### src/rtl/ni_tdm_slot_scheduler_if.sv
// ni_tdm_slot_scheduler_if: endpoint out-queue heads in, pops and registered NoC injection out
interface ni_tdm_slot_scheduler_if #(
  parameter int FLIT_WIDTH = 32,
  parameter int CT_LINKS = 2,
  parameter int NUM_EP = 4
);
  logic [NUM_EP-1:0][CT_LINKS-1:0][FLIT_WIDTH-1:0] ep_flit;
  logic [NUM_EP-1:0][CT_LINKS-1:0] ep_valid;
  logic [NUM_EP-1:0][CT_LINKS-1:0] ep_checkpoint;
  logic [NUM_EP-1:0][CT_LINKS-1:0] ep_rd_select;
  logic [CT_LINKS-1:0][FLIT_WIDTH-1:0] noc_flit;
  logic [CT_LINKS-1:0] noc_valid;
  logic [CT_LINKS-1:0] noc_checkpoint;
  modport master (
    input  ep_flit, ep_valid, ep_checkpoint,
    output ep_rd_select, noc_flit, noc_valid, noc_checkpoint
  );
  modport slave (
    output ep_flit, ep_valid, ep_checkpoint,
    input  ep_rd_select, noc_flit, noc_valid, noc_checkpoint
  );
endinterface

### src/rtl/ni_tdm_slot_scheduler.sv
// ni_tdm_slot_scheduler: walks a per-link slot table with a free-running counter and injects the owning endpoint's flit
module ni_tdm_slot_scheduler #(
  parameter int FLIT_WIDTH = 32,
  parameter int CT_LINKS = 2,
  parameter int NUM_EP = 4,
  parameter int LUT_SIZE = 8,
  localparam int EP_WIDTH = $clog2(NUM_EP),
  localparam int SLOT_WIDTH = $clog2(LUT_SIZE)
) (
  input  logic clk_noc,
  input  logic rst_noc_n,
  input  logic [CT_LINKS-1:0] link_enabled,
  input  logic slot_sync,
  ni_tdm_slot_scheduler_if.master bus,
  input  logic cfg_en,
  input  logic cfg_link,
  input  logic [SLOT_WIDTH-1:0] cfg_slot,
  input  logic [EP_WIDTH-1:0] cfg_ep,
  input  logic cfg_entry_valid,
  output logic cfg_err,
  output logic [SLOT_WIDTH-1:0] cur_slot
);
  logic [CT_LINKS-1:0][LUT_SIZE-1:0] tbl_valid;
  logic [CT_LINKS-1:0][LUT_SIZE-1:0][EP_WIDTH-1:0] tbl_ep;
  logic [CT_LINKS-1:0][EP_WIDTH-1:0] sel;
  logic [CT_LINKS-1:0] active;
  logic [CT_LINKS-1:0] go;
  logic cfg_ok;
  if (CT_LINKS != 2 || NUM_EP < 2 || LUT_SIZE < 2) begin : g_bad_cfg
    $fatal(1, "ni_tdm_slot_scheduler: needs CT_LINKS==2, NUM_EP>=2, LUT_SIZE>=2");
  end
  // Out-of-range writes never reach the table, so sel is always a legal endpoint
  assign cfg_ok = int'(cfg_slot) < LUT_SIZE && int'(cfg_ep) < NUM_EP;
  for (genvar i = 0; i < CT_LINKS; i++) begin : g_link
    assign sel[i] = tbl_ep[i][cur_slot];
    assign active[i] = link_enabled[i] & tbl_valid[i][cur_slot];
    assign go[i] = active[i] & bus.ep_valid[sel[i]][i];
  end
  always_comb begin
    bus.ep_rd_select = '0;
    for (int i = 0; i < CT_LINKS; i++) bus.ep_rd_select[sel[i]][i] = active[i];
  end
  always_ff @(posedge clk_noc or negedge rst_noc_n)
    if (!rst_noc_n) cur_slot <= '0;
    else cur_slot <= slot_sync || cur_slot == SLOT_WIDTH'(LUT_SIZE - 1) ? '0 : cur_slot + SLOT_WIDTH'(1);
  always_ff @(posedge clk_noc or negedge rst_noc_n)
    if (!rst_noc_n) begin
      tbl_valid <= '0;
      tbl_ep <= '0;
      cfg_err <= 1'b0;
    end else begin
      cfg_err <= cfg_en & ~cfg_ok;
      if (cfg_en && cfg_ok) begin
        tbl_valid[cfg_link][cfg_slot] <= cfg_entry_valid;
        tbl_ep[cfg_link][cfg_slot] <= cfg_ep;
      end
    end
  always_ff @(posedge clk_noc or negedge rst_noc_n)
    if (!rst_noc_n) begin
      bus.noc_valid <= '0;
      bus.noc_checkpoint <= '0;
      bus.noc_flit <= '0;
    end else
      for (int i = 0; i < CT_LINKS; i++) begin
        bus.noc_valid[i] <= go[i];
        bus.noc_checkpoint[i] <= go[i] & bus.ep_checkpoint[sel[i]][i];
        bus.noc_flit[i] <= go[i] ? bus.ep_flit[sel[i]][i] : '0;
      end
endmodule

### src/flat_wrapper.sv
// flat-port wrapper written by rule: the top's interface ports become plain ports
module ni_tdm_slot_scheduler_flat 
#(
  parameter int FLIT_WIDTH = 32,
  parameter int CT_LINKS = 2,
  parameter int NUM_EP = 4,
  parameter int LUT_SIZE = 8,
  localparam int EP_WIDTH = $clog2(NUM_EP),
  localparam int SLOT_WIDTH = $clog2(LUT_SIZE)
)
  (clk_noc, rst_noc_n, link_enabled, slot_sync, cfg_en, cfg_link, cfg_slot, cfg_ep, cfg_entry_valid, cfg_err, cur_slot, bus_ep_flit, bus_ep_valid, bus_ep_checkpoint, bus_ep_rd_select, bus_noc_flit, bus_noc_valid, bus_noc_checkpoint);
  ni_tdm_slot_scheduler_if #(.FLIT_WIDTH(FLIT_WIDTH), .CT_LINKS(CT_LINKS), .NUM_EP(NUM_EP)) bus_i ();
  input  logic clk_noc;
  input  logic rst_noc_n;
  input  logic [CT_LINKS-1:0] link_enabled;
  input  logic slot_sync;
  input  logic cfg_en;
  input  logic cfg_link;
  input  logic [SLOT_WIDTH-1:0] cfg_slot;
  input  logic [EP_WIDTH-1:0] cfg_ep;
  input  logic cfg_entry_valid;
  output logic cfg_err;
  output logic [SLOT_WIDTH-1:0] cur_slot;
  input wire logic [$bits(bus_i.ep_flit)-1:0] bus_ep_flit;
  input wire logic [$bits(bus_i.ep_valid)-1:0] bus_ep_valid;
  input wire logic [$bits(bus_i.ep_checkpoint)-1:0] bus_ep_checkpoint;
  output wire logic [$bits(bus_i.ep_rd_select)-1:0] bus_ep_rd_select;
  output wire logic [$bits(bus_i.noc_flit)-1:0] bus_noc_flit;
  output wire logic [$bits(bus_i.noc_valid)-1:0] bus_noc_valid;
  output wire logic [$bits(bus_i.noc_checkpoint)-1:0] bus_noc_checkpoint;
  assign bus_i.ep_flit = bus_ep_flit;
  assign bus_i.ep_valid = bus_ep_valid;
  assign bus_i.ep_checkpoint = bus_ep_checkpoint;
  assign bus_ep_rd_select = bus_i.ep_rd_select;
  assign bus_noc_flit = bus_i.noc_flit;
  assign bus_noc_valid = bus_i.noc_valid;
  assign bus_noc_checkpoint = bus_i.noc_checkpoint;
  ni_tdm_slot_scheduler #(.FLIT_WIDTH(FLIT_WIDTH), .CT_LINKS(CT_LINKS), .NUM_EP(NUM_EP), .LUT_SIZE(LUT_SIZE)) u_core (.clk_noc(clk_noc), .rst_noc_n(rst_noc_n), .link_enabled(link_enabled), .slot_sync(slot_sync), .bus(bus_i), .cfg_en(cfg_en), .cfg_link(cfg_link), .cfg_slot(cfg_slot), .cfg_ep(cfg_ep), .cfg_entry_valid(cfg_entry_valid), .cfg_err(cfg_err), .cur_slot(cur_slot));
endmodule
### config.mk
export PLATFORM = sky130hd
export DESIGN_NAME = ni_tdm_slot_scheduler_flat
export DESIGN_NICKNAME = d
export VERILOG_FILES = /design/src/rtl/ni_tdm_slot_scheduler_if.sv /design/src/rtl/ni_tdm_slot_scheduler.sv /design/src/flat_wrapper.sv
export SDC_FILE = /design/constraint.sdc
export NUM_CORES = 1
export LEC_CHECK = 0
export CAP_MARGIN = 20
export CORE_MARGIN = 8
export CORE_UTILIZATION = 46
export CTS_BUF_LIST = sky130_fd_sc_hd__clkbuf_4 sky130_fd_sc_hd__clkbuf_8
export DETAILED_ROUTE_END_ITERATION = 10
export GPL_TIMING_DRIVEN = 0
export PLACE_DENSITY = 0.95
export SLEW_MARGIN = 30
export SYNTH_ARGS = -nofsm -noshare
export SYNTH_HDL_FRONTEND = slang
export SYNTH_SLANG_ARGS = --single-unit
### constraint.sdc
create_clock -name clk_noc -period 3.4 [get_ports clk_noc]
set_input_delay 0.68 -clock clk_noc [delete_from_list [all_inputs] [get_ports clk_noc]]
set_output_delay 0.68 -clock clk_noc [all_outputs]
set_load 0.1 [all_outputs]
==> flow_summary.toml, run 1 <==
[outcome]
status = "finished, final reports clean"

[clock_network]
cts_hold_buf = 0
numCtsBuffers = 17
cts_tree = "yes"
ctsRootBufferMaster = "clkbuf_8"
clockBufferDepth = 2
cts.reportedPaths.clkPinSlew_ns = 0.07
clock_latency_ns = 0.44
cts_sinks = 119
cts-htree-levels = 4

[yosys]
ys_ff_latch = 119
ys_types = 30
synth_cells = 700
synth_fa_ha_area_share_pct = 0.335
synth_top_family_by_area = "multiplexers"
synth_mux_area_share_pct = 33.0
synth_area_per_cell_um2 = 10.7
synth_xor_area_share_pct = 0
yosysWarnings = 0
ys_seq_area_share_pct = 39.8
yosysTopAreaCellShare_pct = 39.8
synth_compound_area_share_pct = 0.418
syn_area_mm2 = 0.00748
synth_top_area_cell = "dfrtp_1"
synthTopCellsByArea = "dfrtp_1 (40%), mux4_2 (19%), nand2_1 (13%)"
synthFlopType = "dfrtp_1"
syn-num-nets = 987
synth-edff-count = 0
synthArstFlopShare_pct = 100
synth-simple-area-share_pct = 21.6

[final_layout]
final_layout_size_suffix_gt1_share_pct = 21.0
final_nets = 1363
multiInputGateArea_mm2 = 0.00420
areaGrowthSynthToFinish_pct = 58.2
fillerInstances = 1068
regArea_mm2 = 0.00298

[routing]
wirelength_mm = 31.4
maxUsedRoutingLayer = "met4"
routed-wl-met2_mm = 15.9
route.vias.total = 7228
drc = 0
wl_per_cell_um = 24.1
ant_nets = 0
drtPass1Iterations = 7
routed-wl-met3_mm = 2.74
wl_met1_mm = 11.3
drt_iter0_drc = 624
vias_per_cell = 5.53

[pwr]
ir_worst_vdd_uv = 306
p_total_mw = 6.19
power_leakage_nw = 4.90
power_density_mw_per_mm2 = 523

[global_routing]
antenna_found_initial = 0
grt_pass1_wl_mm = 46.2
grt_pass1_vias = 7613
grt_util_all_layers_pct = 30.4
grt_overflow = 0
grt_max_degree = 75

[sta]
finClkSkew_ns = 0.0129
setup_violations = 0
setup_tns_ns = 0
fin_crit_ns = 3.32
worst_slew_pin_slew_ns = 1.04
maxSlewHeadroom_pct = 30.2
hold_viol_final = 0
drv_slew = 0
timing.final.crit_share_pct = 97.8
fmax_mhz = 301
rsz0062_at_grt = "no"

[worst_setup_path]
r2r_setup_slack_ns = 0.60
path_class = "flip-flop to output pin"
rr_endpoint = "u_core.bus.noc_flit[17]"
reg2regPathDepth = 8
cp_top_family = "buffers and inverters"
critPathLaunchType = "flip-flop"
cp.required_ns = 2.72
cp-end-kind = "output pin"
cp.arrival_ns = 2.64
crit_buf_inv = 3
r2r_start = "u_core.cur_slot[0]"
path_cells = "buf_8 > buf_12 > mux4_1 > a22o_1 > nand2_1 > nor2_2 > clkdlybuf4s15_2"
slowest_stage = "mux4_1"
crit_fanout = 10
cp_slowest_stage_delay_ns = 0.65

[die]
die-area_mm2 = 0.0206
chipHeight_um = 144
die_w_um = 144
start_util_pct = 47.1
core_mm2 = 0.0159
boundaryPins = 365
core.rowCount = 46

[place]
gp_congestion = 0.965
port_buffers = 355
post-dp-hpwl_mm = 25.2

[flow_run]
cap_violations = 0

[worst_hold_path]
hold_path_class = "input port to asynchronous set/reset pin"
==> cell usage after synthesis, drive strengths merged (3+ instances only) <==
cell and instances:
dfrtp 119, nor2 49, nand3b 3, mux4 77, nand2 269, nor3b 3
mux2 50, and2 3, nor2b 36, clkbuf 39, buf 22, nand2b 6
mux2i 12
==> registers in the layout, summed over array words and instances, names as in the netlist <==
name,count
u_core.tbl_valid,16
u_core.bus.noc_flit,64
u_core.bus.noc_checkpoint,2
u_core.bus.noc_valid,2
u_core.tbl_ep,32
u_core.cur_slot,3
==> cell families after synthesis <==
group	count (synthesis)
buffers and inverters	61
AO/OA/AOI/OAI	4
adder cells (fa/ha/maj)	2
flip-flops	119
other	1
multiplexers	139
AND/OR/NAND/NOR	374
==> cell usage in the layout, fill, tap and decap left out, types with 3 or more instances in the layout <==
| cell | count |
|---|---|
| nor2b_1 | 36 |
| nor2_4 | 3 |
| mux4_2 | 64 |
| mux2_2 | 48 |
| clkinvlp_4 | 3 |
| bufinv_16 | 5 |
| dfrtp_1 | 117 |
| nor3b_1 | 3 |
| mux2i_1 | 10 |
| mux4_1 | 13 |
| buf_2 | 18 |
| clkdlybuf4s50_1 | 337 |
| nand3b_1 | 3 |
| nand2_1 | 269 |
| and2_1 | 3 |
| buf_12 | 5 |
| nand2b_1 | 6 |
| buf_4 | 8 |
| clkbuf_1 | 38 |
| nor2_2 | 30 |
| clkbuf_8 | 19 |
| nor2_1 | 16 |
| buf_6 | 6 |
==> layout make-up <==
class	count	share of cell area (%)
multi-input cells	520	35.5
plain buffers	57	2.88
diodes	1	0.0211
clock inverters	11	1.65
repair buffers	361	30.2
flip-flops and latches	119	25.2
clock buffers	21	2.34
well taps	216	2.28
==> stage by stage <==
step                      std cells  hold slack [ns]  util [%]  cell area, µm²  worst slack, ns
after floorplan                 700            0.384         -            7510          -0.0516
after global placement         1271            0.480      71.4           11300            -3.48
after detailed placement       1272            0.486      71.4           11300           -0.646
after CTS                      1303            0.125      74.5           11800          0.00633
after global routing           1305            0.146      74.5           11800          0.00131
final                          1306            0.137      74.5           11800           0.0754
==> routing by layer <==
metal | global-route usage [%] | up-vias
met5 | 0 | -
met4 | 14.9 | 0
met3 | 7.66 | 98
met2 | 50.7 | 395
met1 | 36.0 | 3600
li1 | - | 3135
==> where the power goes <==
group / switching, mW / leakage [nW] / internal (mW) / total [mW]
clock: 0.609 / 0.229 / 0.931 / 1.54
sequential: 0.103 / 1.56 / 1.63 / 1.73
combinational: 1.65 / 3.10 / 1.27 / 2.92
total: 2.36 / 4.90 / 3.83 / 6.19
==> worst reg2reg max path: stages, from the launching register on <==
cell	delay, ns
dfrtp_2	0.42
buf_8	0.13
buf_4	0.17
mux2i_1	0.25
mux4_2	0.54
buf_6	0.25
buf_6	0.21
mux4_2	0.53
nor2b_1	0.22
==> worst max-delay path by stage <==
stage / cells after the start / start / slack, ns / endpoint
floorplan: 4 / u_core.cur_slot[2] / -0.05 / bus_ep_rd_select[2]
global placement: 1 / rst_noc_n / -3.48 / u_core.cur_slot[1]
detailed placement: 7 / u_core.cur_slot[0] / -0.65 / bus_ep_rd_select[3]
CTS: 6 / u_core.cur_slot[0] / 0.006 / bus_ep_rd_select[3]
global route: 7 / u_core.cur_slot[0] / 0.001 / bus_ep_rd_select[5]
finish: 7 / u_core.cur_slot[0] / 0.08 / bus_ep_rd_select[5]
==> what timing repair did <==
action / 4_1_cts / 5_1_grt
gates resized for setup: 47 / 2
endpoints found under the setup margin: 8 / 5
pin swaps: 2 / 0
buffers inserted: 3 / 2
No activity file was read; power rests on OpenSTA's default activity.
==> run 2, diff against run 1 <==
--- a/config.mk
+++ b/config.mk
@@ -6,6 +6,7 @@
 export NUM_CORES = 1
 export LEC_CHECK = 0
 export CAP_MARGIN = 20
+export CORE_ASPECT_RATIO = 1.25
 export CORE_MARGIN = 8
 export CORE_UTILIZATION = 46
 export CTS_BUF_LIST = sky130_fd_sc_hd__clkbuf_4 sky130_fd_sc_hd__clkbuf_8
==> run 2 against run 1 <==
Compared with the run above: global-route usage is 1.4 points lower; non-clock buffer count is 1 higher; clock skew hardly changed; critical path depth is 1 higher; sequential share of layout area hardly changed; first-iteration DRC count is 23% higher; combinational power hardly changed; die area is 0.12% higher; sequential cell count stayed put; clock-buffer cell count is 2 higher; power is 1.6% lower; setup slack better by 0.0051 ns; critical path type unchanged; critical endpoint is now bus_ep_rd_select[6].
==> flow_summary.toml, run 2 (same netlist as run 1, synthesis figures left out) <==
[outcome]
status = "finished, final reports clean"

[pwr]
ir_worst_vdd_uv = 404
power_density_mw_per_mm2 = 515
p_total_mw = 6.09
power_leakage_nw = 4.91

[final_layout]
largest_reg_flops = 64
fillerInstances = 1111
fin_area_mm2 = 0.0118
top_regs = "u_core.bus.noc_flit x64, u_core.tbl_ep x32, u_core.tbl_valid x16"
final_layout_size_suffix_gt1_share_pct = 20.9
regArea_mm2 = 0.00298
areaGrowthSynthToFinish_pct = 58.1
final_nets = 1364
multiInputGateArea_mm2 = 0.00419
utilization_pct = 73.6
final_common_cell = "clkdlybuf4s50_1"
regMostFlops = "u_core.bus.noc_flit"
final_cell_mix = "clkdlybuf4s50_1 (337), nand2_1 (269), dfrtp_1 (117)"

[worst_setup_path]
cp.arrival_ns = 2.64
critPathLaunchType = "flip-flop"
cp.required_ns = 2.72
crit_buf_inv = 4
crit_fanout = 10
cp-end-kind = "output pin"
cpMostUsedCell = "buf_12"
path_cells = "buf_12 > buf_12 > mux4_1 > mux2_4 > buf_6 > nand2_1 > nor2_2 > clkbuf_4"
path_class = "flip-flop to output pin"
slowest_stage = "mux4_1"
cp_top_family = "multiplexers"
cp_slowest_stage_delay_ns = 0.61

[routing]
ant_nets = 0
drtPass1Iterations = 6
wirelength_mm = 30.4
route.vias.total = 7203
drt_iter0_drc = 770
drc = 0
vias_per_cell = 5.50
wl_per_cell_um = 23.2

[worst_hold_path]
hold_path_class = "input port to asynchronous set/reset pin"

[sta]
hold_viol_final = 0
setup_violations = 0
fin_crit_ns = 3.32
rsz0062_at_grt = "no"
timing.final.crit_share_pct = 97.6
maxSlewHeadroom_pct = 29.8
drv_slew = 0
fin_ws_ns = 0.0805
worst_slew_pin_slew_ns = 1.05
fmax_mhz = 301
finClkSkew_ns = 0.0133

[global_routing]
antenna_found_initial = 3
grt_util_all_layers_pct = 29.0
grt_max_degree = 77
grt_pass1_wl_mm = 43.9
grt_pass1_vias = 7453
grt_overflow = 0

[clock_network]
cts.reportedPaths.clkPinSlew_ns = 0.07
clock_latency_ns = 0.44
clockBufferDepth = 2
cts_sinks = 119
cts_hold_buf = 0
numCtsBuffers = 17
ctsRootBufferMaster = "clkbuf_8"
cts-htree-levels = 4
cts_tree = "yes"

[place]
port_buffers = 355
gp_congestion = 0.921
post-dp-hpwl_mm = 24.3
place_area_mm2 = 0.0113
pre_cts_ws_ns = -0.595

[die]
core_mm2 = 0.0161
die-area_mm2 = 0.0206
die_w_um = 130
boundaryPins = 365
start_util_pct = 46.5
chipHeight_um = 159
core.rowCount = 52

[flow_run]
cap_violations = 0
==> run 2: worst paths after layout <==
kind                                startpoint                 endpoint  slack [ns]  cells after the start
setup reg to reg            u_core.cur_slot[0]  u_core.bus.noc_flit[59]        0.68                      7
setup / recovery            u_core.cur_slot[0]      bus_ep_rd_select[6]        0.08                      8
hold / removal                       rst_noc_n  u_core.bus.noc_flit[49]        0.12                      1
min in group clk_noc       u_core.tbl_valid[2]      u_core.tbl_valid[2]        0.50                      1
hold reg to reg            u_core.tbl_valid[2]      u_core.tbl_valid[2]        0.50                      1
max in group asynchronous            rst_noc_n       u_core.cur_slot[1]        2.58                      2
==> run 2: final cells by class <==
| type | instances | share of cell area (%) |
|---|---|---|
| multi-input cells | 520 | 35.4 |
| repair buffers | 361 | 30.3 |
| flip-flops and latches | 119 | 25.2 |
| plain buffers | 58 | 2.96 |
| clock buffers | 23 | 2.57 |
| well taps | 216 | 2.29 |
| clock inverters | 9 | 1.23 |
| diodes | 3 | 0.0635 |
==> run 2: per-stage QoR <==
step	TNS, ns	hold slack, ns	instances
floorplan	-0.103	0.384	700
global placement	-356.77	0.478	1271
detailed placement	-3.10	0.490	1272
CTS	0	0.104	1303
global route	0	0.129	1309
finish	0	0.115	1309
==> run 2: worst reg2reg max path, cell delays in order, from the launching register on <==
cell and delay, ns:
dfrtp_2 0.43, buf_12 0.15, mux4_1 0.37, mux2_2 0.15
buf_2 0.42, buf_1 0.56, mux4_2 0.46, nor2_2 0.11
==> run 2: what timing repair did <==
item,4_1_cts,5_1_grt
gates resized for setup,48,6
setup buffers,1,4
pin swaps,0,2
setup endpoints to repair,8,4
==> run 2: per-layer routing <==
layer / vias up / GRT usage [%] / wire [µm]
met5: - / 0 / 0
met4: 0 / 15.6 / 1470
met3: 89 / 7.14 / 2580
met2: 405 / 47.4 / 15300
met1: 3561 / 34.7 / 11000
li1: 3148 / - / -
==> run 2: power breakdown <==
part           switching (mW)  internal (mW)
sequential              0.102           1.63
combinational            1.62           1.27
clock                   0.580          0.888
total                    2.30           3.79
